==> src/rtl/game_pkg.sv <==
// Shared types, default constants and BCD helpers for the game-flow sequencer.
package game_pkg;

  typedef enum logic [1:0] {
    ST_IDLE = 2'd0,
    ST_PLAY = 2'd1,
    ST_OVER = 2'd2
  } state_t;

  localparam int DEF_TIK_PER_SEC    = 20;
  localparam int DEF_ROUND_SEC      = 60;
  localparam int DEF_SHOT_LIMIT     = 30;
  localparam int DEF_HIT_WIN        = 10;
  localparam int DEF_DEBOUNCE_TIKS  = 2;
  localparam int DEF_OVER_HOLD_TIKS = 40;

  // Elaboration-time conversion of a 0..99 parameter to {tens,units}.
  function automatic logic [7:0] bin2bcd8(input int value);
    return {4'((value / 10) % 10), 4'(value % 10)};
  endfunction

  function automatic logic [7:0] bcd_inc_sat(input logic [7:0] value);
    if (value == 8'h99)
      return value;
    if (value[3:0] == 4'd9)
      return {value[7:4] + 4'd1, 4'd0};
    return {value[7:4], value[3:0] + 4'd1};
  endfunction

  function automatic logic [7:0] bcd_dec_floor(input logic [7:0] value);
    if (value == 8'h00)
      return value;
    if (value[3:0] == 4'd0)
      return {value[7:4] - 4'd1, 4'd9};
    return {value[7:4], value[3:0] - 4'd1};
  endfunction

endpackage

==> src/rtl/key_debounce.sv <==
// Tik-qualified key sampler: a press is accepted after DEBOUNCE_TIKS consecutive
// low samples and reported as a single strobe on the accepting tik.
module key_debounce #(
  parameter int DEBOUNCE_TIKS = 2
) (
  input  logic clk,
  input  logic rst,
  input  logic tik,
  input  logic key_n,
  output logic press
);

  localparam int CNT_W = $clog2(DEBOUNCE_TIKS + 1);
  localparam logic [CNT_W-1:0] CNT_MAX = CNT_W'(DEBOUNCE_TIKS);

  // Saturates at CNT_MAX, which doubles as the debounced "pressed" level.
  logic [CNT_W-1:0] low_cnt;

  // NOTE: sequential state uses <= so every register samples pre-edge values.
  always_ff @(posedge clk) begin
    if (!rst) begin
      low_cnt <= '0;
    end else if (tik) begin
      if (key_n)
        low_cnt <= '0;
      else if (low_cnt != CNT_MAX)
        low_cnt <= low_cnt + CNT_W'(1);
    end
  end

  assign press = tik && !key_n && (low_cnt == CNT_MAX - CNT_W'(1));

endmodule

==> src/rtl/game_flow_ctrl.sv <==
// Title/play/game-over sequencer: fire-key debounce, bullet grants and the BCD
// shot, hit and countdown counters shown on screen.
module game_flow_ctrl
  import game_pkg::*;
#(
  parameter int TIK_PER_SEC    = DEF_TIK_PER_SEC,
  parameter int ROUND_SEC      = DEF_ROUND_SEC,
  parameter int SHOT_LIMIT     = DEF_SHOT_LIMIT,
  parameter int HIT_WIN        = DEF_HIT_WIN,
  parameter int DEBOUNCE_TIKS  = DEF_DEBOUNCE_TIKS,
  parameter int OVER_HOLD_TIKS = DEF_OVER_HOLD_TIKS
) (
  input  logic       clk,
  input  logic       rst,
  input  logic       tik,
  input  logic       key_fire,
  input  logic       bullet_busy,
  input  logic       hit,
  output logic [1:0] state,
  output logic       scene_en,
  output logic       fire_grant,
  output logic [7:0] shot_bcd,
  output logic [7:0] hit_bcd,
  output logic [7:0] time_bcd,
  output logic       win
);

  localparam logic [7:0] ROUND_BCD = bin2bcd8(ROUND_SEC);
  localparam logic [7:0] SHOT_BCD  = bin2bcd8(SHOT_LIMIT);
  localparam logic [7:0] WIN_BCD   = bin2bcd8(HIT_WIN);
  localparam int SEC_W  = $clog2(TIK_PER_SEC + 1);
  localparam int HOLD_W = $clog2(OVER_HOLD_TIKS + 2);
  localparam logic [SEC_W-1:0]  SEC_LAST = SEC_W'(TIK_PER_SEC - 1);
  localparam logic [HOLD_W-1:0] HOLD_MAX = HOLD_W'(OVER_HOLD_TIKS);

  state_t            state_q, state_d;
  logic [7:0]        shot_q, shot_d, hit_q, hit_d, time_q, time_d;
  logic [SEC_W-1:0]  sec_q, sec_d;
  logic [HOLD_W-1:0] hold_q, hold_d;
  logic              win_q, win_d, grant_q, grant_d;
  logic              press;

  key_debounce #(.DEBOUNCE_TIKS(DEBOUNCE_TIKS)) u_fire_debounce (
    .clk   (clk),
    .rst   (rst),
    .tik   (tik),
    .key_n (key_fire),
    .press (press)
  );

  always_ff @(posedge clk) begin
    if (!rst) begin
      state_q <= ST_IDLE;
      shot_q  <= 8'h00;
      hit_q   <= 8'h00;
      time_q  <= ROUND_BCD;
      sec_q   <= '0;
      hold_q  <= '0;
      win_q   <= 1'b0;
      grant_q <= 1'b0;
    end else begin
      state_q <= state_d;
      shot_q  <= shot_d;
      hit_q   <= hit_d;
      time_q  <= time_d;
      sec_q   <= sec_d;
      hold_q  <= hold_d;
      win_q   <= win_d;
      grant_q <= grant_d;
    end
  end

  // NOTE: every variable gets a default first so no latch is inferred.
  always_comb begin
    state_d = state_q;
    shot_d  = shot_q;
    hit_d   = hit_q;
    time_d  = time_q;
    sec_d   = sec_q;
    hold_d  = hold_q;
    win_d   = win_q;
    grant_d = 1'b0;
    if (tik) begin
      case (state_q)
        ST_IDLE: begin
          if (press) begin
            state_d = ST_PLAY;
            shot_d  = 8'h00;
            hit_d   = 8'h00;
            time_d  = ROUND_BCD;
            sec_d   = '0;
            win_d   = 1'b0;
          end
        end
        ST_PLAY: begin
          grant_d = press && !bullet_busy && (shot_q < SHOT_BCD);
          if (grant_d)
            shot_d = bcd_inc_sat(shot_q);
          if (hit)
            hit_d = bcd_inc_sat(hit_q);
          if (sec_q == SEC_LAST) begin
            sec_d  = '0;
            time_d = bcd_dec_floor(time_q);
          end else begin
            sec_d = sec_q + SEC_W'(1);
          end
          hold_d = '0;
          // Out-of-shots uses the pre-tik count so the final bullet gets to fly.
          if (hit_d >= WIN_BCD) begin
            state_d = ST_OVER;
            win_d   = 1'b1;
          end else if ((time_d == 8'h00) ||
                       ((shot_q == SHOT_BCD) && !bullet_busy && !hit)) begin
            state_d = ST_OVER;
            win_d   = 1'b0;
          end
        end
        ST_OVER: begin
          if (hold_q != HOLD_MAX)
            hold_d = hold_q + HOLD_W'(1);
          else if (press)
            state_d = ST_IDLE;
        end
        default: state_d = ST_IDLE;
      endcase
    end
  end

  always_comb begin
    state      = state_q;
    scene_en   = (state_q == ST_PLAY);
    fire_grant = grant_q;
    shot_bcd   = shot_q;
    hit_bcd    = hit_q;
    time_bcd   = time_q;
    win        = win_q;
  end

endmodule

==> config.mk <==
export PLATFORM = sky130hd
export DESIGN_NAME = game_flow_ctrl
export DESIGN_NICKNAME = d
export VERILOG_FILES = /design/src/rtl/game_pkg.sv /design/src/rtl/key_debounce.sv /design/src/rtl/game_flow_ctrl.sv
export SDC_FILE = /design/constraint.sdc
export NUM_CORES = 1
export LEC_CHECK = 0
export BUFFER_PORTS_ARGS = -buffer_cell sky130_fd_sc_hd__buf_2
export CORE_MARGIN = 2
export CORE_UTILIZATION = 50
export CTS_CLUSTER_SIZE = 40
export DETAILED_ROUTE_END_ITERATION = 6
export PLACE_DENSITY = 0.74
export SLEW_MARGIN = 0
export SYNTH_ARGS = -nofsm -noshare
export SYNTH_HDL_FRONTEND = slang
export SYNTH_SLANG_ARGS = --single-unit
==> constraint.sdc <==
create_clock -name clk -period 1.94 [get_ports clk]
set_input_delay 0.097 -clock clk [delete_from_list [all_inputs] [get_ports clk]]
set_output_delay 0.097 -clock clk [all_outputs]
set_load 0.02 [all_outputs]
# [Yosys cells after proc, flatten, opt, wreduce, memory -nomap -nowiden]
# Index checks and enable logic that the tools add are counted.
[totals] reg_bits=41 latchBits=0 ram_bits=0 mem_bits_ro=0 in_bits=6 elab_cells=132 n_memories=0
[op_classes] add_sub_neg=9 multipliers=0 div=0 n_lt_le_gt_ge=2 n_eq_ne=18 n_shift=0 muxes=68 bitwise=0 n_reduce_logical=25
[op_table] op="$mux W8" n=21
[op_table] op="$pmux W8 S2" n=3
[op_table] op="$mux W1" n=30
[op_table] op="$add A4 B1 Y4 const B" n=4
[op_table] op="$eq A8 B8 Y1 const B" n=2
[op_table] op="$logic_not A8 Y1" n=2
[op_table] op="$mux W2" n=7
[op_table] op="$pmux W6 S2" n=1
[op_table] op="$mux W5" n=2
[op_table] op="$ne A2 B2 Y1 const B" n=5
[op_table] op="$pmux W5 S2" n=1
[op_table] op="$reduce_and A5 Y1" n=2
[op_table] op="$reduce_and A3 Y1" n=3
[op_table] op="$eq A4 B4 Y1 const B" n=2
[op_table] op="$eq A8 B6 Y1 const B" n=1
[op_table] op="$ge A8 B5 Y1 const B" n=1
[op_table] op="$lt A8 B6 Y1 const B" n=1
[op_table] op="$reduce_and A4 Y1" n=2
[op_table] op="$sub A4 B1 Y4 const B" n=2
[op_table] op="$add A6 B1 Y6 const B" n=1
[op_table] op="$logic_and A1 B1 Y1" n=6
[op_table] op="$mux W6" n=1
[op_table] op="$ne A3 B1 Y1 const B" n=2
[op_table] op="$ne A6 B6 Y1 const B" n=1
[op_table] op="other kinds (14)" n=19

# [Logic depth before layout (Yosys ltp)]
# Gate-level depths: netlist (run 1).
[depth] word_depth=19 mapped_depth=10 mapped_depth_nobuf=8

# [Cells and area by module]
# Synthesis (run 1) repeated with hierarchy kept, for this count alone.
[unflattened] cells_unflattened=292 hier_area_um2=2522.4
[modules_own_cells] mod="game_flow_ctrl" n_inst=1 cells_per_inst=277 area_each_um2=2377.3
[modules_own_cells] mod="key_debounce" n_inst=1 cells_per_inst=15 area_each_um2=145.1

# [Worst setup path before layout (run 1)]
# Ideal clock, no wire load.
[synth_timing] kind="register to register" from="register time_q[0], in the netlist time_bcd[0]" to="register state_q[1], in the netlist state[1]" setup_time_ns=0.122 arrival_time_ns=1.852 required_time_ns=1.818 slack_ns=-0.034 path_stages_with_launch=9 path_buffers=0 period_less_slack_ns=1.974 cell_sequence="dfxtp_1 inv_1 ha_1 nor3b_4 nor4b_1 nor4b_2 nand4_1 o22ai_2 mux2i_1"
[synth_via] elab_chain_len=15 elab_cells_between_ends=23 cone_classes="1 x add/sub; 1 x eq/ne; 16 x mux; 5 x reduce/logical"
[synth_rtl] element="start: declaration" line="game_flow_ctrl.sv:37" text="logic [7:0] shot_q, shot_d, hit_q, hit_d, time_q, time_d;"
[synth_rtl] element="start signal: assignment" line="game_flow_ctrl.sv:65" text="time_q <= time_d;"
[synth_rtl] element="$logic_not A4 Y1" line="game_pkg.sv:33" text="if (value[3:0] == 4'd0)"
[synth_rtl] element="$mux W1 (2 in series)" line="game_pkg.sv:33"
[synth_rtl] element="$mux W1" line="game_flow_ctrl.sv:101" text="if (sec_q == SEC_LAST) begin"
[synth_rtl] element="$mux W1" line="game_flow_ctrl.sv:84" text="case (state_q)"
[synth_rtl] element="$mux W1" line="game_flow_ctrl.sv:83" text="if (tik) begin"
[synth_rtl] element="$mux W8" line="game_pkg.sv:35" text="return {value[7:4], value[3:0] - 4'd1};"
[synth_rtl] element="$mux W8" line="game_pkg.sv:33"
[synth_rtl] element="$mux W8 (*)" line="game_flow_ctrl.sv:101"
[synth_rtl] element="$mux W8 (*)" line="game_flow_ctrl.sv:84"
[synth_rtl] element="$mux W8 (*)" line="game_flow_ctrl.sv:83"
[synth_rtl] element="$logic_not A8 Y1 (*)" line="game_flow_ctrl.sv:112" text="end else if ((time_d == 8'h00) ||"
[synth_rtl] element="$logic_or A1 B1 Y1 (*)" line="game_flow_ctrl.sv:112"
[synth_rtl] element="$ne A3 B1 Y1 (no source line) (*)"
[synth_rtl] element="$reduce_and A5 Y1 (no source line) (*)"
[synth_rtl] element="end signal: assignment" line="game_flow_ctrl.sv:62" text="state_q <= state_d;"
[synth_rtl] element="end: declaration" line="game_flow_ctrl.sv:36" text="state_t state_q, state_d;"
# Mark *: on every way between the ends. The rest lies on a longest branch, timed or not. The select of a mux whose other input is x is not followed.
# A chain may end at the register's enable or synchronous reset.

# [Worst setup path in the final report (run 1)]
[layout_timing] from="register time_q[5], in the netlist time_bcd[5]" to="register state_q[1], in the netlist state[1]"
[layout_via] elab_chain_len=13 elab_cells_between_ends=17 cone_classes="1 x add/sub; 1 x eq/ne; 11 x mux; 4 x reduce/logical"
[layout_rtl] element="$logic_not A8 Y1" line="game_pkg.sv:31" text="if (value == 8'h00)"
[layout_rtl] element="$mux W1" line="game_pkg.sv:31"
[layout_rtl] element="$mux W1" line="game_flow_ctrl.sv:101"
[layout_rtl] element="$mux W1" line="game_flow_ctrl.sv:84"
[layout_rtl] element="$mux W1" line="game_flow_ctrl.sv:83"
[layout_rtl] element="$mux W8" line="game_pkg.sv:33"
[layout_rtl] element="$mux W8 (*)" line="game_flow_ctrl.sv:101"
[layout_rtl] element="$mux W8 (*)" line="game_flow_ctrl.sv:84"
[layout_rtl] element="$mux W8 (*)" line="game_flow_ctrl.sv:83"
[layout_rtl] element="$logic_not A8 Y1 (*)" line="game_flow_ctrl.sv:112"
[layout_rtl] element="$logic_or A1 B1 Y1 (*)" line="game_flow_ctrl.sv:112"
[layout_rtl] element="$ne A3 B1 Y1 (no source line) (*)"
[layout_rtl] element="$reduce_and A5 Y1 (no source line) (*)"
# Marks and branches as above.

==> summary.md, run 1 <==
| Metric | Value |
|---|---|
| CTS sink count | 41 |
| IO buf count | 34 |
| First-pass iteration count of the detailed router | 5 |
| Min Hold Slack | approximately 0.11 ns |
| Nets | 378 |
| RSZ-0062 raised after global routing | yes |
| Post-place setup slack | 0.0472 ns |
| Max_cap viols | 0 |
| CTS Hold Bufs | 0 |
| Final Cycle Share | 99.9% |
| Mapped Nets | 320 |
| 1st-iter DRT viols | 113 |
| Slew headroom | 69.2% |
| CP peak stage delay | 0.35 ns |
| GRT Total Usage | 21.7% |
| Synth Area in XOR/XNOR | 4.65% |
| Synth unique cells | 61 |
| Final Hold Fails | 0 |
| CTS H-tree lvls | 2 |
| Combinational power share | 5.6% |
| Global-route wire length before repair | 9200 um |
| Placed cells | 412 |
| CP startpoint kind | register |
| Share of layout cells above drive strength 1 | 27.6% |
| Multi-input logic area | 0.00158 sq mm |
| Sequential Area | ~830 sq um |
| Finish-stage setup viols | 0 |
| Pleak | 1.27 nW |
| Reg power frac | 51.9% |
| HP Class | in2reg |
| Initial antenna violation count | 0 |
| Seq/Total Area, Yosys | 33.5% |
| CTS root buf | clkbuf_8 |
| Crit path max fanout | 4 |
| Clk buf depth | 2 |
| Initial core utilization | between 50% and 60% |
| # rows | 25 |
| Clock buffer count from CTS | 5 |
| PnR worst setup slack | about 0.0027 ns |
| Layout Cells excl Fill | ~420 |
| Syn-to-layout area delta | 24.7% |
| Final wirelength | 5760 um |
| Final slew viol count | 0 |
| Die X-Extent | between 70 and 80 um |
| Largest family of logic cells by synthesized area | simple AND/OR/NAND/NOR gates |
| Grt total ovfl | 0 |
| Final Wtd Congestion | 0.825 |
| Int Power | approximately 1.3 mW |
| Largest net degree at the start of global routing | 20 |
| Maximum vdd drop | about 0.00029 V |
| DRC viols | 0 |
| CTS tree | done |
| Synth warnings | 0 |
| Vias in the first global route | 2019 |
| Synthesized cell area | around 0.0024 sq mm |
| Die ar. | about 0.0055 sq mm |
| Cell count after synthesis | 296 |
| Reg2reg start | time_bcd[5] |
| Min-delay src | bullet_busy |
| ANT nets after route | 0 |
| Switching Power | 0.370 mW |
| Core box area | 0.00472 sq mm |
| Post-Synth Adder-Cell Area | 9.19% |
| Via density | ~5.5 |
| Fraction of the mapped netlist area in simple logic gates | 27.8% |
| Power Dens Cells | roughly 540 mW/mm^2 |
| CP Launch Point | time_bcd[5] |
| Clock slew at reported path FFs | 0.09 ns |
| DP Wirelength | around 4200 um |
| Skew final | ~0.011 ns |
| Post-synthesis area per instance | 8.28 sq um |
| Max Freq | 516 MHz |
| Die height | 74.0 um |
| Diodes inserted | 0 |
| Detailed-route via count | 2315 |
| Clk_lat worst skew | 0.30 ns |
| Multiplexer share of the synthesized area | approximately 1.2% |
| Post-synthesis compound-gate area fraction | 18.6% |
| Outcome | completed |
| Critical Path AT | 2.13 ns |
| Clk pwr share | 42.4% |
| Crit Path Category | reg2reg |
| Critical-path cell list | inv_1, ha_1, nor3b_2, buf_4, o311ai_2, o31ai_1, nand4b_1, o22ai_2, mux2i_1 |
| Fraction of registers with async set/reset | 0% |
| Register bit total from synthesis | 41 |
| Fill cells | 402 |
| EDFF count, synth | 0 |
| Sw frac | a little under a quarter |
| Post-synth top flop | dfxtp_1 |
| Wire length per cell | 13.6 um |
| Slew @ Worst Pin | 0.458 ns |
| CP max stage cell | dfxtp_2 |
| CP endpoint kind | register |
| Top Ports | 35 |
| Worst path required time | 2.13 ns |
| Tmin final | 1.94 ns |
==> repair_timing <==
item,CTS,global route
setup endpoints to repair,2,11
gates resized for setup,1,23
setup buffers,0,2
pin swaps,0,3
cloned,0,0
==> worst max-delay path, delay by kind of cell, from the launching register on <==
family          cells  cell delay (ns)
fa+ha+maj           1             0.24
compound gates      3             0.57
flops               1             0.35
simple gates        2             0.32
buf+inv             2             0.23
mux                 1             0.12
==> state kept, by name (all words and copies together) (netlist names) <==
signal and count:
fire_grant 1, hit_bcd 8, hold_q 6, sec_q 5, shot_bcd 8, state 2
time_bcd 8, u_fire_debounce.low_cnt 2, win 1
==> synth_stat cells (all sizes together), types with 2 or more instances <==
library cell	instances	area [sq um]
and2	6	37.5
a31oi	2	12.5
nor3b	4	41.3
buf	5	30.0
xor2	10	87.6
o31ai	2	20.0
nor4b	3	32.5
nand2b	3	18.8
ha	18	225
inv	21	78.8
dfxtp	41	821
a21oi	14	77.6
nor3	9	45.0
mux2i	3	30.0
or3b	2	20.0
nor2	29	109
o22ai	5	37.5
clkbuf	4	15.0
nand4b	2	17.5
nor2b	5	31.3
nand3	12	65.1
o21ai	29	156
o21a	2	15.0
xnor2	3	26.3
nand3b	4	30.0
and4	2	17.5
and3	3	18.8
nand2	25	93.8
nand4	6	37.5
==> path summary, 6_finish.rpt <==
check | to | slack (ns) | cells past startpoint
worst min-delay path | fire_grant | 0.11 | 3
worst max register to register | state[1] | 0.003 | 9
worst min register to register | shot_bcd[6] | 0.48 | 2
worst max-delay path | state[1] | 0.003 | 9
==> cell type report <==
class,count,area share (%)
inverter,21,2.58
tap,67,2.74
sequential,41,27.0
multi-input combinational,225,51.8
clock buffer,6,2.38
clock inverter,2,1.27
timing repair buffer,60,12.2
==> metal layers <==
metal / up-vias / track usage, % / wire length [um]
li1: 1167 / - / -
met4: 0 / 7.68 / 131
met1: 1061 / 28.8 / 2640
met5: - / 0 / 0
met3: 17 / 5.96 / 322
met2: 70 / 33.9 / 2660
==> power by group through the flow <==
stage | Combinational (mW) | Sequential [mW] | Clock, mW
after floorplan | 0.0518 | 0.874 | 0
after CTS | 0.0893 | 0.851 | 0.705
final | 0.0922 | 0.851 | 0.695
after global routing | 0.103 | 0.852 | 0.747
after detailed placement | 0.0889 | 0.871 | 0
after global placement | 0.0876 | 0.870 | 0
==> stage by stage <==
step                      total power, mW  TNS [ns]  util (%)  instance area, sq um
after floorplan                     0.926         0         -                  2460
after global placement              0.958         0      60.2                  2850
after detailed placement            0.959         0      60.2                  2850
after CTS                            1.64  -0.00380      62.7                  2960
after global routing                 1.70    -0.212      64.7                  3050
final                                1.64         0      64.7                  3050
==> placed cells by master (no fill, tap or decap), types with 6 or more instances in the layout <==
cell type / instances
buf_2: 34
inv_1: 21
nor3_1: 9
nand2_1: 25
nor2_1: 29
nand4_1: 6
buf_4: 24
nand3_1: 10
xor2_1: 10
a21oi_1: 10
dfxtp_1: 37
ha_1: 17
o21ai_0: 25
==> cell families (layout without fill, tap and decap cells) <==
group	Yosys count	in the layout
XOR/XNOR	13	13
multiplexers	3	3
adder cells (fa/ha/maj)	18	18
AO/OA/AOI/OAI	69	69
AND/OR/NAND/NOR	122	122
flip-flops	41	41
buffers and inverters	30	89
(Power assumes the default switching activity.)
==> run 2: changes to the inputs <==
--- a/config.mk
+++ b/config.mk
@@ -11,6 +11,7 @@
 export CTS_CLUSTER_SIZE = 40
 export DETAILED_ROUTE_END_ITERATION = 6
 export PLACE_DENSITY = 0.74
+export SETUP_SLACK_MARGIN = 0.2
 export SLEW_MARGIN = 0
 export SYNTH_ARGS = -nofsm -noshare
 export SYNTH_HDL_FRONTEND = slang
==> summary.md, run 2 (same netlist as run 1, synthesis figures left out) <==
| Metric | Value |
|---|---|
| CTS H-tree lvls | 2 |
| Die ar. | between 0.005 and 0.006 sq mm |
| CP top delay family | compound AO/OA/AOI/OAI gates |
| 1st-iter DRT viols | 179 |
| Share of layout cells above drive strength 1 | 39.5% |
| Skew final | 0.00478 ns |
| Post-place setup slack | -0.0274 ns |
| CTS tree | done |
| Final Hold Fails | 0 |
| Largest net degree at the start of global routing | 20 |
| Initial antenna violation count | 0 |
| Sw frac | 23.2% |
| Critical-path cell list | inv_4, ha_4, nor3b_4, buf_4, a22oi_1, o22ai_1, nand4_1, o22ai_2, mux2i_1 |
| CP startpoint kind | register |
| IO buf count | 34 |
| Core box area | 0.00472 sq mm |
| CP Buf/Inv Count | 2 |
| Nets | 393 |
| Clk_lat worst skew | around 0.30 ns |
| Combinational power share | ~6.4% |
| Final Power | between 1.5 and 2 mW |
| Reg power frac | 52.0% |
| CP peak stage delay | ~0.36 ns |
| Top Ports | 35 |
| Vias in the first global route | ~2100 |
| Setup TNS Final | 0 ns |
| First-pass iteration count of the detailed router | 4 |
| Diodes inserted | 0 |
| Die X-Extent | about 74 um |
| Int Power | 1.25 mW |
| Switching Power | between 0.3 and 0.4 mW |
| Commonest non-fill, non-tap cell in the layout | buf_4 |
| Most frequent cells in the layout | buf_4, buf_2, nor2_1, dfxtp_1 |
| GRT Total Usage | 22.2% |
| CP max stage cell | dfxtp_4 |
| Clock buffer count from CTS | 5 |
| DP Wirelength | about 4100 um |
| DRC viols | 0 |
| Max Freq | 517 MHz |
| Worst path required time | roughly 2.2 ns |
| Pleak | 1.37 nW |
| Final wirelength | 6440 um |
| Die height | 74.0 um |
| Max_cap viols | 0 |
| Finish-stage setup viols | 0 |
| Post-layout util | 72.1% |
| RSZ-0062 raised after global routing | yes |
| Tmin final | 1.93 ns |
| Detailed-route via count | 2422 |
| Sequential Area | 847 sq um |
| Power Dens Cells | 479 mW/mm^2 |
| Slew @ Worst Pin | 0.470 ns |
| PnR worst setup slack | 0.00567 ns |
| Maximum vdd drop | 0.000371 V |
| Crit path max fanout | 3 |
| CTS root buf | clkbuf_8 |
| CTS sink count | slightly above 40 |
| Initial core utilization | around half |
| Grt total ovfl | 0 |
| Final Cycle Share | 99.7% |
| Clock slew at reported path FFs | about 0.080 ns |
| ANT nets after route | 0 |
| Clk pwr share | 41.6% |
| Wire length per cell | 14.7 um |
| Outcome | completed |
| Slew headroom | 68.4% |
| Clk buf depth | 2 |
| Area after DPL | 0.00287 sq mm |
| # rows | 25 |
| Crit Path Category | reg2reg |
| Final Wtd Congestion | 0.816 |
| Fill cells | roughly 350 |
| CP endpoint kind | register |
| Multi-input logic area | 0.00175 sq mm |
| HP Class | in2reg |
| Final slew viol count | 0 |
| Final instance area | roughly 0.0034 sq mm |
| CTS Hold Bufs | 0 |
| Global-route wire length before repair | around 9500 um |
| Via density | 5.54 |
| Syn-to-layout area delta | 39.1% |
| Critical Path AT | between 2 and 2.5 ns |
## run 2: changes by cell type in the layout (fill, tap and decap cells not counted), sizes merged
| cell | change |
|---|---|
| buf | +14 |
| bufinv | -1 |
| clkbuf | +3 |
| clkinv | -1 |
## run 2: cell type report
class                   instances  share of cell area [%]
flip-flops and latches         41                    24.9
inverters                      21                    2.46
repair buffers                 75                    15.5
clock buffers                   8                    3.27
well taps                      67                    2.46
multi-input cells             225                    51.5
## run 2: metrics by stage
step | hold WS (ns) | std cells
detailed placement | 0.447 | 406
floorplan | 0.270 | 296
global route | 0.142 | 437
finish | 0.126 | 437
global placement | 0.445 | 406
CTS | 0.130 | 424
## run 2: final timing paths
| check | start | to | cells after the start | slack [ns] |
|---|---|---|---|---|
| worst max-delay path | time_bcd[1] | state[1] | 9 | 0.006 |
| worst min-delay path | hit | hit_bcd[3] | 3 | 0.13 |
| worst max register to register | time_bcd[1] | state[1] | 9 | 0.006 |
| worst min register to register | shot_bcd[6] | shot_bcd[6] | 2 | 0.48 |
## run 2: layer usage
metal	vias to the layer above	track usage (%)	wire length, um
met1	1152	29.1	2880
met4	0	9.70	119
met3	17	3.66	271
met5	-	0	0
li1	1197	-	-
met2	56	36.2	3170
## run 2: repair_timing
action / CTS / global route
hold endpoints to repair: 0 / 0
setup buffers: 10 / 12
gates cloned: 0 / 1
endpoints found under the setup margin: 14 / 29
pin swaps: 8 / 15
resized for setup: 9 / 48
## run 2: power groups by stage
stage | sequential, mW | combinational, mW | clock [mW]
4_1_cts | 0.849 | 0.0963 | 0.689
2_1_floorplan | 0.871 | 0.0537 | 0
6_report | 0.848 | 0.104 | 0.679
3_3_place_gp | 0.869 | 0.0906 | 0
3_5_place_dp | 0.869 | 0.0922 | 0
5_1_grt | 0.849 | 0.115 | 0.722
## run 2: worst register-to-register path, cell delays in order, from the launching register on
cell,delay (ns)
dfxtp_4,0.36
inv_4,0.06
ha_4,0.12
nor3b_4,0.23
buf_4,0.19
a22oi_1,0.10
o22ai_1,0.25
nand4_1,0.17
o22ai_2,0.18
mux2i_1,0.19
==> run 3: changes to the inputs <==
--- a/config.mk
+++ b/config.mk
@@ -10,7 +10,7 @@
 export CORE_UTILIZATION = 50
 export CTS_CLUSTER_SIZE = 40
 export DETAILED_ROUTE_END_ITERATION = 6
-export PLACE_DENSITY = 0.74
+export PLACE_DENSITY = 0.71
 export SETUP_SLACK_MARGIN = 0.2
 export SLEW_MARGIN = 0
 export SYNTH_ARGS = -nofsm -noshare
==> summary.md, run 3 (same netlist as run 1, synthesis figures left out) <==
| Metric | Value |
|---|---|
| Outcome | completed |
| Final instance area | 0.00327 sq mm |
| Initial antenna violation count | 0 |
| Final Hold Fails | 0 |
| Final Cycle Share | 94.6% |
| DRC viols | 0 |
| Finish-stage setup viols | 0 |
| Clk buf depth | 2 |
| Grt total ovfl | 0 |
| Critical-path cell list | inv_4, ha_4, nor3b_4, buf_6, nand3_2, o31ai_4, nand4b_1, o22ai_2, mux2i_1 |
| CTS Hold Bufs | 0 |
| Core box area | 0.00472 sq mm |
| CP Buf/Inv Count | 2 |
| Crit Path Category | reg2reg |
| Worst path required time | 2.17 ns |
| Vias in the first global route | just over 2000 |
| Fill cells | 351 |
| RSZ-0062 raised after global routing | yes |
| Final slew viol count | 0 |
| GRT Total Usage | 21.5% |
| Initial core utilization | roughly half |
| Final Power | 1.55 mW |
| Largest net degree at the start of global routing | 20 |
| Clk_lat worst skew | roughly 0.30 ns |
| CTS H-tree lvls | 2 |
| Diodes inserted | 0 |
| CTS sink count | slightly above 40 |
| IO buf count | 34 |
| DP Wirelength | between 4000 and 5000 um |
| Clock slew at reported path FFs | 0.09 ns |
| Global-route wire length before repair | 9280 um |
| Setup TNS Final | 0 ns |
| Die X-Extent | 74.0 um |
| CP top delay family | simple AND/OR/NAND/NOR gates |
| ANT nets after route | 0 |
| Final wirelength | 6100 um |
| # rows | 25 |
| HP Class | in2reg |
| Clock buffer count from CTS | 5 |
| Wire length per cell | 14.2 um |
| CP startpoint kind | register |
| Via density | 5.55 |
| CTS tree | done |
| Die ar. | around 0.0055 sq mm |
| Pleak | roughly 1.3 nW |
| Max_cap viols | 0 |
| First-pass iteration count of the detailed router | 5 |
| Final Wtd Congestion | 0.893 |
| Slew headroom | 70.7% |
| Crit path max fanout | 5 |
| Area after DPL | 0.00287 sq mm |
| CP max stage cell | dfxtp_4 |
| Share of layout cells above drive strength 1 | 38.3% |
| Top Ports | 35 |
| Critical Path AT | just over 2 ns |
| Tmin final | 1.84 ns |
| Most frequent cells in the layout | buf_2, buf_4, nor2_1 |
| Skew final | 0.00809 ns |
| Max Freq | 545 MHz |
| CTS root buf | clkbuf_8 |
| Detailed-route via count | 2385 |
| Maximum vdd drop | 0.000318 V |
| Commonest non-fill, non-tap cell in the layout | buf_2 |
| Die height | 74.0 um |
| Nets | 386 |
| CP endpoint kind | register |
| Power Dens Cells | between 400 and 500 mW/mm^2 |
| Syn-to-layout area delta | 33.6% |
| 1st-iter DRT viols | 157 |
| Reg2Reg Setup Slack | 0.10 ns |
| CP peak stage delay | 0.36 ns |
| Slew @ Worst Pin | 0.436 ns |
## run 3: per-layer routing
layer  part of all wire [%]  vias to the layer above  GRT usage [%]  wire length (um)
met4                    2.5                        0           6.06               151
met2                     48                       74           35.4              2940
met3                    4.0                       18           4.88               246
met5                      0                        -              0                 0
met1                     45                     1111           28.4              2760
li1                       -                     1182              -                 -
## run 3: power breakdown
part           total [mW]  switching [mW]  internal (mW)
Clock               0.601           0.312          0.289
Combinational       0.102          0.0602         0.0415
Sequential          0.849         0.00538          0.844
Total                1.55           0.378           1.17
## run 3: worst paths after layout
check,to,from,cells past startpoint
setup / recovery,state[1],time_bcd[0],9
hold / removal,hit_bcd[3],hit,3
setup reg to reg,state[1],time_bcd[0],9
hold reg to reg,shot_bcd[6],shot_bcd[6],2
## run 3: final cells by class
cell class	instances	area (sq um)	area share, %
Clock buffer	6	82.6	2.52
Clock inverter	2	13.8	0.421
Inverter	21	83.8	2.56
Multi-Input combinational cell	225	1740	53.0
Sequential cell	41	843	25.8
Tap cell	67	83.8	2.56
Timing Repair Buffer	68	429	13.1
## run 3: through the flow
| step | hold WS, ns | utilization, % | setup WS, ns | std cells |
|---|---|---|---|---|
| after floorplan | 0.270 | - | 0.136 | 296 |
| after global placement | 0.448 | 60.7 | 0.0997 | 407 |
| after detailed placement | 0.445 | 60.7 | 0.0218 | 407 |
| after CTS | 0.133 | 65.3 | 0.0632 | 424 |
| after global routing | 0.137 | 69.3 | -0.0148 | 430 |
| final | 0.133 | 69.3 | 0.104 | 430 |
## run 3: repair_timing
action	CTS	global route
setup buffers	9	6
setup endpoints to repair	17	33
resized for setup	16	35
pin swaps	8	14
## run 3: worst reg2reg max path: cells and delay by family (launching register included)
family                     cells  cell delay [ns]
and+or+nand+nor                3             0.46
adders and majority gates      1             0.12
muxes                          1             0.21
AOI/OAI and AO/OA              2             0.40
DFF                            1             0.36
buffers and inverters          2             0.23
